--- src/rtl/cs2fifoc.sv ---
// cs2fifoc: command-packet framer feeding the command FIFO of the config loader.
// Hunts the 0x55 0xAA header in a raw byte stream and buffers the 9 command bytes
// plus the checksum. Only a packet whose checksum matches is burst-written into
// the FIFO as 12 bytes, and then the loader is started with an fs/fd handshake.
// Bad, truncated or stalled packets are dropped and counted in err_cnt.
module cs2fifoc #(
    parameter logic [15:0] TIMEOUT = 16'd50000,
    parameter int          NCMD    = 9
) (
    input  logic       clk,
    input  logic       rst,
    input  logic [7:0] din,
    input  logic       din_vld,
    input  logic       fifoc_full,
    output logic       fifoc_txen,
    output logic [7:0] fifoc_txd,
    output logic       fs,
    input  logic       fd,
    output logic       busy,
    output logic [7:0] pkt_cnt,
    output logic [7:0] err_cnt
);

    // Bytes in the forwarded frame: two header bytes, the payload, the checksum
    localparam int         NPKT = NCMD + 3;
    localparam logic [7:0] HDR0 = 8'h55;
    localparam logic [7:0] HDR1 = 8'hAA;

    typedef enum logic [2:0] {
        HUNT0 = 3'd0,
        HUNT1 = 3'd1,
        PAYL  = 3'd2,
        CHK   = 3'd3,
        WRIT  = 3'd4,
        SEND  = 3'd5,
        DONE  = 3'd6
    } state_t;

    state_t      state_reg;
    logic [7:0]  pbuf_reg [NCMD];
    logic [7:0]  sum_reg;
    logic [3:0]  idx_reg;
    logic [3:0]  widx_reg;
    logic [15:0] tcnt_reg;
    logic        fifoc_txen_reg;
    logic [7:0]  fifoc_txd_reg;
    logic        fs_reg;
    logic [7:0]  pkt_cnt_reg;
    logic [7:0]  err_cnt_reg;

    logic        timed_state;
    logic        tmo_hit;
    logic [7:0]  err_cnt_next;
    logic [7:0]  wr_byte;

    assign fifoc_txen = fifoc_txen_reg;
    assign fifoc_txd  = fifoc_txd_reg;
    assign fs         = fs_reg;
    assign pkt_cnt    = pkt_cnt_reg;
    assign err_cnt    = err_cnt_reg;
    assign busy       = (state_reg == WRIT) || (state_reg == SEND) || (state_reg == DONE);

    // The inter-byte watchdog only runs while a packet is partially received.
    // A byte arriving in the same cycle as expiry takes precedence.
    assign timed_state = (state_reg == HUNT1) || (state_reg == PAYL) || (state_reg == CHK);
    assign tmo_hit     = timed_state && !din_vld && (tcnt_reg == TIMEOUT - 16'd1);

    // Error counter saturates instead of wrapping
    assign err_cnt_next = (err_cnt_reg == 8'hFF) ? err_cnt_reg : err_cnt_reg + 8'd1;

    // Select the frame byte addressed by the write index: header, payload, checksum
    always_comb begin
        wr_byte = sum_reg;
        if (widx_reg == 4'd0) begin
            wr_byte = HDR0;
        end else if (widx_reg == 4'd1) begin
            wr_byte = HDR1;
        end else if (widx_reg < 4'(NPKT - 1)) begin
            wr_byte = pbuf_reg[widx_reg - 4'd2];
        end
    end

    // Payload storage, one byte register per command slot
    genvar gi;
    generate
        for (gi = 0; gi < NCMD; gi++) begin : g_pbuf
            // Capture the payload byte addressed by the receive index
            always_ff @(posedge clk or negedge rst) begin
                if (!rst) begin
                    pbuf_reg[gi] <= 8'd0;
                end else if ((state_reg == PAYL) && din_vld && (idx_reg == 4'(gi))) begin
                    pbuf_reg[gi] <= din;
                end
            end
        end
    endgenerate

    // Framer FSM with registered FIFO, handshake and counter outputs
    always_ff @(posedge clk or negedge rst) begin
        if (!rst) begin
            state_reg      <= HUNT0;
            sum_reg        <= 8'd0;
            idx_reg        <= 4'd0;
            widx_reg       <= 4'd0;
            tcnt_reg       <= 16'd0;
            fifoc_txen_reg <= 1'b0;
            fifoc_txd_reg  <= 8'd0;
            fs_reg         <= 1'b0;
            pkt_cnt_reg    <= 8'd0;
            err_cnt_reg    <= 8'd0;
        end else begin
            fifoc_txen_reg <= 1'b0;

            // Idle-cycle counter restarts on every received byte
            if (din_vld || !timed_state) begin
                tcnt_reg <= 16'd0;
            end else begin
                tcnt_reg <= tcnt_reg + 16'd1;
            end

            case (state_reg)
                HUNT0: begin
                    if (din_vld && (din == HDR0)) begin
                        state_reg <= HUNT1;
                    end
                end
                HUNT1: begin
                    if (din_vld) begin
                        if (din == HDR1) begin
                            state_reg <= PAYL;
                            idx_reg   <= 4'd0;
                            sum_reg   <= 8'd0;
                        end else if (din != HDR0) begin
                            // A repeated 0x55 may still be the real header start
                            state_reg   <= HUNT0;
                            err_cnt_reg <= err_cnt_next;
                        end
                    end else if (tmo_hit) begin
                        state_reg   <= HUNT0;
                        err_cnt_reg <= err_cnt_next;
                    end
                end
                PAYL: begin
                    if (din_vld) begin
                        sum_reg <= sum_reg + din;
                        if (idx_reg == 4'(NCMD - 1)) begin
                            state_reg <= CHK;
                        end else begin
                            idx_reg <= idx_reg + 4'd1;
                        end
                    end else if (tmo_hit) begin
                        state_reg   <= HUNT0;
                        err_cnt_reg <= err_cnt_next;
                    end
                end
                CHK: begin
                    if (din_vld) begin
                        if (din == sum_reg) begin
                            state_reg <= WRIT;
                            widx_reg  <= 4'd0;
                        end else begin
                            state_reg   <= HUNT0;
                            err_cnt_reg <= err_cnt_next;
                        end
                    end else if (tmo_hit) begin
                        state_reg   <= HUNT0;
                        err_cnt_reg <= err_cnt_next;
                    end
                end
                WRIT: begin
                    // txd always shows the pending byte; txen only when the FIFO has room
                    fifoc_txd_reg <= wr_byte;
                    if (!fifoc_full) begin
                        fifoc_txen_reg <= 1'b1;
                        if (widx_reg == 4'(NPKT - 1)) begin
                            state_reg <= SEND;
                        end else begin
                            widx_reg <= widx_reg + 4'd1;
                        end
                    end
                end
                SEND: begin
                    if (fd) begin
                        state_reg   <= DONE;
                        fs_reg      <= 1'b0;
                        pkt_cnt_reg <= pkt_cnt_reg + 8'd1;
                    end else begin
                        fs_reg <= 1'b1;
                    end
                end
                DONE: begin
                    // Wait for the loader to drop fd before hunting again
                    fs_reg <= 1'b0;
                    if (!fd) begin
                        state_reg <= HUNT0;
                    end
                end
                default: begin
                    state_reg <= HUNT0;
                    fs_reg    <= 1'b0;
                end
            endcase
        end
    end

endmodule

--- config.mk ---
export PLATFORM = sky130hd
export DESIGN_NAME = cs2fifoc
export DESIGN_NICKNAME = d
export VERILOG_FILES = /design/src/rtl/cs2fifoc.sv
export SDC_FILE = /design/constraint.sdc
export NUM_CORES = 1
export LEC_CHECK = 0
export BUFFER_PORTS_ARGS = -buffer_cell sky130_fd_sc_hd__buf_4
export CORE_MARGIN = 2
export CORE_UTILIZATION = 65
export CTS_BUF_LIST = sky130_fd_sc_hd__clkbuf_16
export DETAILED_ROUTE_END_ITERATION = 6
export PLACE_DENSITY = 0.84
export SLEW_MARGIN = 20
export SYNTH_ARGS = -nofsm -noshare
export SYNTH_HDL_FRONTEND = slang
export SYNTH_SLANG_ARGS = --single-unit
--- constraint.sdc ---
create_clock -name clk -period 6.45 [get_ports clk]
set_input_delay 1.29 -clock clk [delete_from_list [all_inputs] [get_ports clk]]
set_output_delay 1.29 -clock clk [all_outputs]
set_load 0.05 [all_outputs]
Yosys cells after proc, flatten, opt, wreduce, memory -nomap -nowiden
Cells that the tools add are included.
Widths: inputs -> output; s select.
- register bits after elaboration: 133
- latch bits: 0
- RAM bits: 0
- ROM bits: 0
- bits of input ports: 13
- output and inout port bits: 27
- word-level logic and storage cells: 150
- memories: 0
- add/sub/neg operators: 7
- $mul: 0
- div/mod/pow operators: 0
- $lt $le $gt $ge: 2
- equal/unequal tests: 40
- shift operators: 0
- multiplexer cells: 48
- bitwise operators: 1
- reductions and logical operators: 33
- operator list (cell ; number):
    $mux 8 ; 16
    $mux 3 ; 13
    $bmux 8 s4 ; 1
    $mux 4 ; 8
    $pmux 8 s3 ; 1
    $pmux 3 s7 ; 1
    $ne 2x2->1 const B ; 10
    $add 16x1->16 const B ; 1
    $add 8x1->8 const B ; 2
    $eq 16x16->1 const B ; 1
    $eq 4x3->1 const B ; 4
    $eq 8x8->1 const B ; 2
    $mux 16 ; 1
    $pmux 4 s2 ; 2
    $pmux 8 s2 ; 1
    $reduce_and 5->1 ; 3
    $logic_and 1x1->1 ; 13
    $eq 3x3->1 const B ; 3
    $add 4x1->4 const B ; 2
    $add 8x8->8 ; 1
    $eq 4x1->1 const B ; 2
    $eq 4x2->1 const B ; 2
    $eq 4x4->1 const B ; 2
    $eq 8x7->1 const B ; 1
    24 further kinds ; 38

Depth between registers and ports, before layout
- depth after elaboration: 8
- depth in mapped cells: 11
- gate-level depth less buffers: 9

Least setup slack after synthesis
Ideal clock, no wire load.
- path kind: in2reg
- start: input din[4]
- end: register err_cnt_reg[1], in the netlist err_cnt[1]
- library setup time: 125 ps
- arrival: 3156 ps
- data required time: 6325 ps
- slack: 3168 ps
- stages: 7
- buffers on the path: 1
- cell sequence: ha_1 -> nor3_1 -> a311oi_1 -> nor2_1 -> or4_4 -> buf_6 -> mux2_4
- longest elaborated chain between the ends: 3
- elaborated cells between the ends (all ways): 7
- classes of those cells: eq/ne (6); reduce/logical (1)
- ends and longest elaborated chain (item ; line ; source):
    start: declaration ; 12 ; input logic [7:0] din,
    $eq 8x8->1 (tied with other cells) ; 158 ; if (din == sum_reg) begin
    $ne 3x3->1 (no line) or $ne 3x2->1 (tied branches) ; - ;
    $reduce_and 5->1 (no line) (*) ; - ;
    end signal: assignment ; 153 ; err_cnt_reg <= err_cnt_next;
    end signal: assignment ; 163 ; err_cnt_reg <= err_cnt_next;
    end signal: assignment ; 167 ; err_cnt_reg <= err_cnt_next;
    end: declaration ; 49 ; logic [7:0] err_cnt_reg;
Mark *: on every way between the ends. The rest lies on a longest branch, timed or not.
A chain may end at the register's enable or synchronous reset.

Worst setup path after layout
Ends and elaborated chain as after synthesis.

==> flow_summary_export.csv <==
group,metric,value,unit
final_layout,regArea,3330,um2
yosys,ys_ff_latch,133,
setup_path,critical_path.cell_chain,"buf_4 > ha_1 > nor3_1 > a311oi_1 > nor2_1 > or4_4 > mux2_4",
setup_path,rr_startpoint,"widx_reg[1]",
clock_tree,cts_buffers,17,
setup_path,regToRegSetupSlack,3580,ps
setup_path,cp.required,6750,ps
power,p_per_area,445,nW/um2
power,power.share.clock,30.1,%
setup_path,endpoint_kind,"register",
timing,tns,0,ps
route,drtIter0Drc,363,
timing,fmax,0.308,GHz
die,die-area,11200,um2
route,drtPass1Iterations,7,
die,row_count,37,
timing,period_share,50.4,%
timing,worst_pin_slew,1050,ps
timing,period_minus_slack,3250,ps
power,power_leakage,3.55,nW
global_route,gr-total-overflow,0,
timing,relSlewSlack,29.8,%
min_path,min_to,"pkt_cnt[7]",
clock_tree,clk_path_buf_depth,2,
final_layout,multi_input_area,3200,um2
global_route,antenna_found_initial,0,
setup_path,slowest_stage,"or4_4",
final_layout,n_antenna_cell,0,
final_layout,layout_commonest_cell,"dfrtp_1",
die,die-width,106,um
power,peakVddDrop,0.349,mV
power,p_sw,0.00128,W
yosys,synth_nets,617,
global_route,grt_pass1_vias,5021,
route,via_per_inst,6.39,
route,drtAntennaViolNets,0,
clock_tree,cts_setup_buffers,0,
timing,finClkSkew,7.52,ps
min_path,hold_start,"pkt_cnt[7]",
route,wl_per_cell,21.0,um
clock_tree,cts_resized,0,
route,finalWirelength,16.2,mm
global_route,grt_max_degree,72,
placed_design,hpwl,10.2,mm
route,vias,4924,
route,route.detailed.drc,1,
yosys,synth_cell_types,60,
final_layout,fill_cells,616,
power,combPwrFrac,33.7,%
yosys,synthFlopType,"dfrtp_1",
run_status,status,"complete, but fails checks",
run_status,violations,"design-rule violations",
yosys,synth_top_area_share,49.5,%
final_layout,drive_above_1_share,27.4,%
clock_tree,path_clk_slew,60,ps
yosys,seq_area_frac_synth,49.5,%
min_path,worstHoldPathCells,1,
power,switching_share,36.8,%
min_path,hold_path.class,"reg -> reg",
yosys,avgSynthCellArea,11.5,um2
die,ioPinCount,40,
setup_path,critPathKind,"in -> reg",
setup_path,worstPathArrival,3550,ps
final_layout,largest_register_ff_count,72,
yosys,synth_area,6730,um2
setup_path,worstSetupStartpointType,"input pin",
clock_tree,htree_levels,4,
placed_design,place_area,7140,um2
setup_path,max_stage_delay,640,ps
timing,setup_viol,0,
timing,rsz0062_at_grt,"no",
job,cap_violations,0,
yosys,synth_edf_count,0,
yosys,netlist_instances,584,
timing,drv_slew,0,
placed_design,gp_congestion,0.947,
final_layout,layout_common_cells,"133 x dfrtp_1, 68 x mux2_2, 47 x buf_4",
clock_tree,cts_tree,"yes",
setup_path,path_max_fanout,12,
final_layout,fin_nets,656,
power,seqPwrFrac,36.2,%
yosys,synth-async-reset-ratio,100,%
clock_tree,cts_root_buf,"clkbuf_16",
clock_tree,cts_hold_buf,0,
power,intPower,0.00219,W
clock_tree,clock_sinks,133,
final_layout,fin_area,7780,um2
timing,final_hold_viol_count,0,
global_route,grt_pass1_wl,26.2,mm
global_route,track_usage,30.9,%
clock_tree,insertion_delay,420,ps
yosys,synth_area_leaders,"dfrtp_1 49%, mux2_2 11%, mux4_2 5.4%, ha_1 3.5%, o21ai_0 2.8%",
placed_design,portBuffers,39,
setup_path,r2r-end,"fifoc_txd[6]",
yosys,yosysWarnings,0,
final_layout,syn_to_final_growth,15.7,%
die,die_y,106,um
die,start_util,66.1,%
yosys,synth_top_cell_by_area,"dfrtp_1",
setup_path,rr_worst_depth,9,
die,core_area,10200,um2
per-layer routing:
layer,up-vias,GRT usage (%),part of all wire [%]
met5,-,0,0
met4,0,12.2,2.5
met3,47,7.11,6.4
met2,203,50.6,50
met1,2487,40.3,41
li1,2187,-,-
through the flow:
stage	power, W	cells	setup WS, ps	util [%]	hold slack (ps)
detailed placement	0.00239	740	2830	70.1	468
global route	0.00362	771	3120	76.4	483
CTS	0.00345	771	3230	76.4	475
finish	0.00346	771	3200	76.4	473
global placement	0.00234	740	2820	70.1	461
floorplan	0.00207	584	3170	-	445
how the worst max path moves through the flow:
stage	from	endpoint	cells after the start	slack [ps]
4_1_cts	din[4]	err_cnt[1]	7	3230
3_3_place_gp	din[4]	err_cnt[1]	7	2820
5_1_grt	din[4]	err_cnt[1]	7	3120
2_1_floorplan	din[4]	err_cnt[1]	7	3170
3_5_place_dp	din[4]	err_cnt[1]	7	2830
6_report	din[4]	err_cnt[1]	7	3200
critical path, delay by kind of cell:
kind                     cells  cell delay, ps
AND/OR/NAND/NOR              3             940
AO/OA/AOI/OAI                1             450
adder cells (fa/ha/maj)      1             380
multiplexers                 1             320
buffers and inverters        1             160
Yosys cell counts (5+ instances only):
| master | n |
|---|---|
| o21ai_0 | 37 |
| nor2b_1 | 6 |
| a22oi_1 | 8 |
| mux2_2 | 68 |
| xor2_1 | 16 |
| nand2_1 | 28 |
| a211oi_1 | 5 |
| clkbuf_1 | 23 |
| xnor2_1 | 15 |
| ha_1 | 19 |
| nor4_1 | 5 |
| nor2_1 | 44 |
| dfrtp_1 | 133 |
| or3_1 | 6 |
| nand4_1 | 6 |
| inv_1 | 27 |
| a21oi_1 | 18 |
| mux4_2 | 16 |
| nand3_1 | 28 |
logic make-up after synthesis:
kind of cell	after synthesis	share of synthesized area, %
DFF	133	49.5
and+or+nand+nor	163	13.2
AOI/OAI and AO/OA	98	9.35
adders and majority gates	20	3.83
buffers and inverters	54	3.14
muxes	85	17.0
xor gates and xnor gates	31	4.03
layout make-up:
type / instances / area share [%]
well taps: 136 / 2.19
inverters: 27 / 1.30
clock buffers: 17 / 5.46
clock inverters: 14 / 2.70
multi-input cells: 397 / 41.1
flip-flops and latches: 133 / 42.8
repair buffers: 47 / 4.53
power groups by stage:
stage                     registers [W]  logic [W]  clock network (W)
after floorplan                 0.00137   0.000699                  0
after global placement          0.00123    0.00111                  0
after global routing            0.00128    0.00126            0.00108
after detailed placement        0.00125    0.00114                  0
final                           0.00125    0.00117            0.00104
after CTS                       0.00124    0.00116            0.00105
No activity file was read; power rests on OpenSTA's default activity.
